## config.mk

```make
export PLATFORM = sky130hd
export DESIGN_NAME = if_id_queue
export DESIGN_NICKNAME = d
export VERILOG_FILES = /design/src/rtl/if_id_queue_pkg.sv /design/src/rtl/if_id_queue_ptr.sv /design/src/rtl/if_id_queue.sv
export SDC_FILE = /design/constraint.sdc
export NUM_CORES = 1
export LEC_CHECK = 0
export ABC_CLOCK_PERIOD_IN_PS = 14850
export CORE_MARGIN = 4
export CORE_UTILIZATION = 35
export CTS_BUF_LIST = sky130_fd_sc_hd__clkbuf_8
export DETAILED_ROUTE_END_ITERATION = 10
export GPL_ROUTABILITY_DRIVEN = 0
export SYNTH_ARGS = -nofsm -noshare
export SYNTH_HDL_FRONTEND = slang
export SYNTH_SLANG_ARGS = --single-unit
```

## constraint.sdc

```tcl
create_clock -name clk -period 14.85 [get_ports clk]
set_input_delay 4.455 -clock clk [delete_from_list [all_inputs] [get_ports clk]]
set_output_delay 4.455 -clock clk [all_outputs]
set_load 0.02 [all_outputs]
```

## src/rtl/if_id_queue_pkg.sv

```systemverilog
// rtl/if_id_queue_pkg.sv - shared IF/ID bundle definitions
package if_id_queue_pkg;

  localparam int XLEN_DEFAULT = 32;
  localparam int AW_DEFAULT   = 32;

  // addi x0,x0,0
  localparam logic [XLEN_DEFAULT-1:0] NOP_INST_DEFAULT = 32'h00000013;

  typedef struct packed {
    logic [AW_DEFAULT-1:0]   pc;
    logic [XLEN_DEFAULT-1:0] inst;
    logic                    fault;
  } if_id_entry_t;

  function automatic if_id_entry_t if_id_bubble();
    if_id_entry_t e;
    e.pc    = '0;
    e.inst  = NOP_INST_DEFAULT;
    e.fault = 1'b0;
    return e;
  endfunction

endpackage

```

## src/rtl/if_id_queue_ptr.sv

```systemverilog
// rtl/if_id_queue_ptr.sv - wrap-around pointer and occupancy controller
module if_id_queue_ptr #(
  parameter  int DEPTH = 2,
  localparam int PW    = $clog2(DEPTH),
  localparam int CW    = $clog2(DEPTH + 1)
) (
  input  logic          clk,
  input  logic          reset,
  input  logic          flush,
  input  logic          enq_valid,
  input  logic          deq_ready,
  output logic          wr_en,
  output logic          rd_adv,
  output logic          full,
  output logic          empty,
  output logic [PW-1:0] wr_ptr,
  output logic [PW-1:0] rd_ptr,
  output logic [CW-1:0] count
);

  assign full  = (count == CW'(DEPTH));
  assign empty = (count == '0);

  // full blocks enqueue regardless of a same-cycle dequeue: no ready bypass
  assign wr_en  = enq_valid && !full  && !flush;
  assign rd_adv = deq_ready && !empty && !flush;

  always_ff @(posedge clk or posedge reset) begin
    if (reset) begin
      wr_ptr <= '0;
      rd_ptr <= '0;
      count  <= '0;
    end else if (flush) begin
      wr_ptr <= '0;
      rd_ptr <= '0;
      count  <= '0;
    end else begin
      if (wr_en)  wr_ptr <= wr_ptr + PW'(1);
      if (rd_adv) rd_ptr <= rd_ptr + PW'(1);
      case ({wr_en, rd_adv})
        2'b10:   count <= count + CW'(1);
        2'b01:   count <= count - CW'(1);
        default: count <= count;
      endcase
    end
  end

endmodule

```

## src/rtl/if_id_queue.sv

```systemverilog
// rtl/if_id_queue.sv - DEPTH-entry in-order fetch-to-decode queue
module if_id_queue
  import if_id_queue_pkg::*;
#(
  parameter  int                   XLEN     = XLEN_DEFAULT,
  parameter  int                   AW       = AW_DEFAULT,
  parameter  int                   DEPTH    = 2,
  parameter  logic [XLEN-1:0]      NOP_INST = NOP_INST_DEFAULT,
  localparam int                   CW       = $clog2(DEPTH + 1)
) (
  input  logic            clk,
  input  logic            reset,
  input  logic            flush,
  input  logic            enq_valid,
  output logic            enq_ready,
  input  logic [AW-1:0]   enq_pc,
  input  logic [XLEN-1:0] enq_inst,
  input  logic            enq_fault,
  output logic            deq_valid,
  input  logic            deq_ready,
  output logic [AW-1:0]   deq_pc,
  output logic [XLEN-1:0] deq_inst,
  output logic            deq_fault,
  output logic [CW-1:0]   count
);

  localparam int PW = $clog2(DEPTH);

  typedef struct packed {
    logic [AW-1:0]   pc;
    logic [XLEN-1:0] inst;
    logic            fault;
  } entry_t;

  entry_t        mem [DEPTH];
  entry_t        head;
  logic          wr_en;
  logic          rd_adv;
  logic          full;
  logic          empty;
  logic [PW-1:0] wr_ptr;
  logic [PW-1:0] rd_ptr;

  if_id_queue_ptr #(
    .DEPTH (DEPTH)
  ) u_ptr (
    .clk       (clk),
    .reset     (reset),
    .flush     (flush),
    .enq_valid (enq_valid),
    .deq_ready (deq_ready),
    .wr_en     (wr_en),
    .rd_adv    (rd_adv),
    .full      (full),
    .empty     (empty),
    .wr_ptr    (wr_ptr),
    .rd_ptr    (rd_ptr),
    .count     (count)
  );

  // storage is intentionally unreset; occupancy alone defines validity
  always_ff @(posedge clk) begin
    if (wr_en) begin
      mem[wr_ptr] <= '{pc: enq_pc, inst: enq_inst, fault: enq_fault};
    end
  end

  assign head      = mem[rd_ptr];
  assign enq_ready = !full;
  assign deq_valid = !empty;
  assign deq_pc    = empty ? '0       : head.pc;
  assign deq_inst  = empty ? NOP_INST : head.inst;
  assign deq_fault = empty ? 1'b0     : head.fault;

endmodule

```

==> results.md <==
* Crit path max fanout at 37
* DRT antenna net count at 0
* Min Tclk post-route at 7.371 ns
* DP HPWL at 6.963 mm
* Post-synth cell types at 23
* Final core utilization at 48.85%
* Clock root buffer: clkbuf_8
* Layout cell share with drive strength beyond 1 at 8.405%
* Startpoint types: flop
* Total core area at 0.01448 mm²
* Tcrit/Tclk final at 49.63%
* Placed cell area at 0.006716 mm²
* Vias in the first global route at 3172
* DIE AREA at 0.01671 mm²
* Worst vdd ir at 0.04946 mV
* Synth Net Count at 372
* CTS tree: done
* Most frequent cells in the layout: 138 x clkdlybuf4s50_1, 130 x edfxtp_1, 66 x mux2i_1
* Sequential area share after synthesis at 77.78%
* Hold buffers post-CTS at 0
* Synth Warn # at 0
* Critical Path AT at 2.92 ns
* Pins Over Slew Limit at 0
* Latest clock arrival within the worst-skew pair at 0.43 ns
* Commonest non-fill, non-tap cell in the layout: clkdlybuf4s50_1
* H-tree depth at 4
* Max Cap Viol at 0
* Clock Pin Slew Worst Setup and Hold Paths at 0.06 ns
* Layout Cells excl Fill at 648
* CP startpoint: u_ptr.count[1]
* Drt initial violations at 138
* WL met3 at 739 µm
* Power Total at 0.8263 mW
* Setup slack, reg-to-reg at 12.94 ns
* Worst hold path type: reg2reg
* IO buf count at 138
* GRT overflow at 0
* Design area at 0.007073 mm²
* Total CTS buffers at 17
* Diode count at 0
* Routed wire per std cell at 16.17 µm
* Reg2reg end: mem[1][55]
* Crit. End Element: output pin
* Rel. slew slack at 40.67%
* Post-route setup TNS at 0 ns
* Max Used Layer: met4
* Maximum number of pins on one net before global-route repair at 38
* Max Clk Rate at 0.1357 GHz
* Vias/cell at 4.625
* Die width at 129.3 µm
* Required time of the critical path at 10.39 ns
* CTS Sinks at 134
* Met1 WL at 4.390 mm
* Cell area after synthesis at 0.005147 mm²
* Mapped Cells at 302
* Pre-Repair DR Iteration Count at 4
* Clock skew at 0.008477 ns
* # Post-CTS Setup Buffers at 0
* Initial antenna violation count at 0
* Leakage at 2.333 nW
* Worst hold path endpoint: u_ptr.wr_ptr
* Vias post-DR at 2997
* R2r worst-path depth at 5
* Post-Syn Area per Cell at 17.04 µm²
* Status: finished clean
* Seq cells post-synth at 134
* Post-route setup slack at 7.479 ns
* Gr usage total at 12.95%
* Residual DRC count at 0
* Setup CP Type: reg2out
* Post-Place Cells at 616
* PostCTS Resize Cnt at 0
* IO Count at 139
* Die height at 129.3 µm
* Worst r2r src: u_ptr.count[1]
* Hold_sp: u_ptr.wr_ptr
* Fin nets at 521
* RSZ-0062 raised after global routing: false
* Row cnt at 44
* Setup Viol. Count Final at 0
* Global-route wire length before repair at 16.01 mm
* Routed wl met2 at 5.205 mm
* Slew @ Worst Pin at 0.8879 ns
* Area delta synth->final at 37.41%
* Power per cell area at 116.8 mW/mm²
* Final wirelength at 10.48 mm
* Final Hold Viols at 0
* Hold path depth at 2
* Initial core utilization at 35.55%
* Fillers at 1253
* Clock buffer depth at 2
* Fin Hold WS at 0.6020 ns
* Post-place setup slack at 7.843 ns
sequential cells by signal (all words and copies together) (netlist names):
name and count:
u_ptr.rd_ptr 1, u_ptr.count 2, mem 130, u_ptr.wr_ptr 1
power by group:
group	internal, mW	switching [mW]	leakage [nW]
Clock	0.143	0.129	0.191
Combinational	0.0575	0.0587	0.898
Sequential	0.430	0.00743	1.24
Total	0.631	0.195	2.33
synth_stat cells:
library cell    n  share of area [%]
edfxtp_1      130                 76
mux2i_1        66                 13
nor2_1         63                4.6
buf_2           7               0.68
buf_6           5                1.1
dfrtp_1         4                1.9
nand2_1         4               0.29
a21oi_1         3               0.29
inv_1           3               0.22
buf_4           2               0.29
nor3b_1         2               0.29
o21ai_0         2               0.19
a21o_1          1               0.15
a21oi_2         1               0.17
inv_2           1              0.073
nand3b_1        1               0.15
nor2_2          1               0.12
nor2b_1         1               0.12
nor3_1          1              0.097
o211ai_1        1               0.15
or2_2           1               0.12
or3_1           1               0.12
xor2_1          1               0.17
worst max-delay path by stage:
| stage | end | cells past startpoint | slack [ns] |
|---|---|---|---|
| finish | deq_inst[0] | 5 | 7.48 |
| global route | deq_inst[0] | 5 | 7.25 |
| CTS | deq_inst[0] | 5 | 7.35 |
| detailed placement | deq_inst[0] | 5 | 7.84 |
| global placement | deq_inst[0] | 5 | 7.92 |
| floorplan | mem[1][0] | 2 | 5.00 |
cells by family after synthesis:
kind of cell / synth area share (%)
buffers and inverters: 2.357
AO/OA/AOI/OAI: 0.9480
flip-flops: 77.78
XOR/XNOR: 0.1702
AND/OR/NAND/NOR: 5.907
multiplexers: 12.83
routing by layer:
layer | GRT usage (%) | vias up
li1 | - | 1416
met1 | 15.57 | 1471
met2 | 20.91 | 98
met3 | 5.565 | 12
met4 | 4.632 | 0
met5 | 0 | -
cell type report:
type | count | area, µm² | area share [%]
sequential | 134 | 4008 | 56.66
timing repair buffer | 144 | 1426 | 20.17
multi-input combinational | 150 | 1037 | 14.66
clock buffer | 17 | 234.0 | 3.308
tap | 184 | 230.2 | 3.255
clock inverter | 15 | 122.6 | 1.734
inverter | 4 | 15.01 | 0.2123
worst max-delay path, stage by stage (launching register included):
cell             delay, ns
dfrtp_1               0.47
nor2_4                0.73
buf_4                 0.45
inv_1                 0.14
nand2_1               0.08
clkdlybuf4s50_1       0.61
No activity file was read; power rests on OpenSTA's default activity.
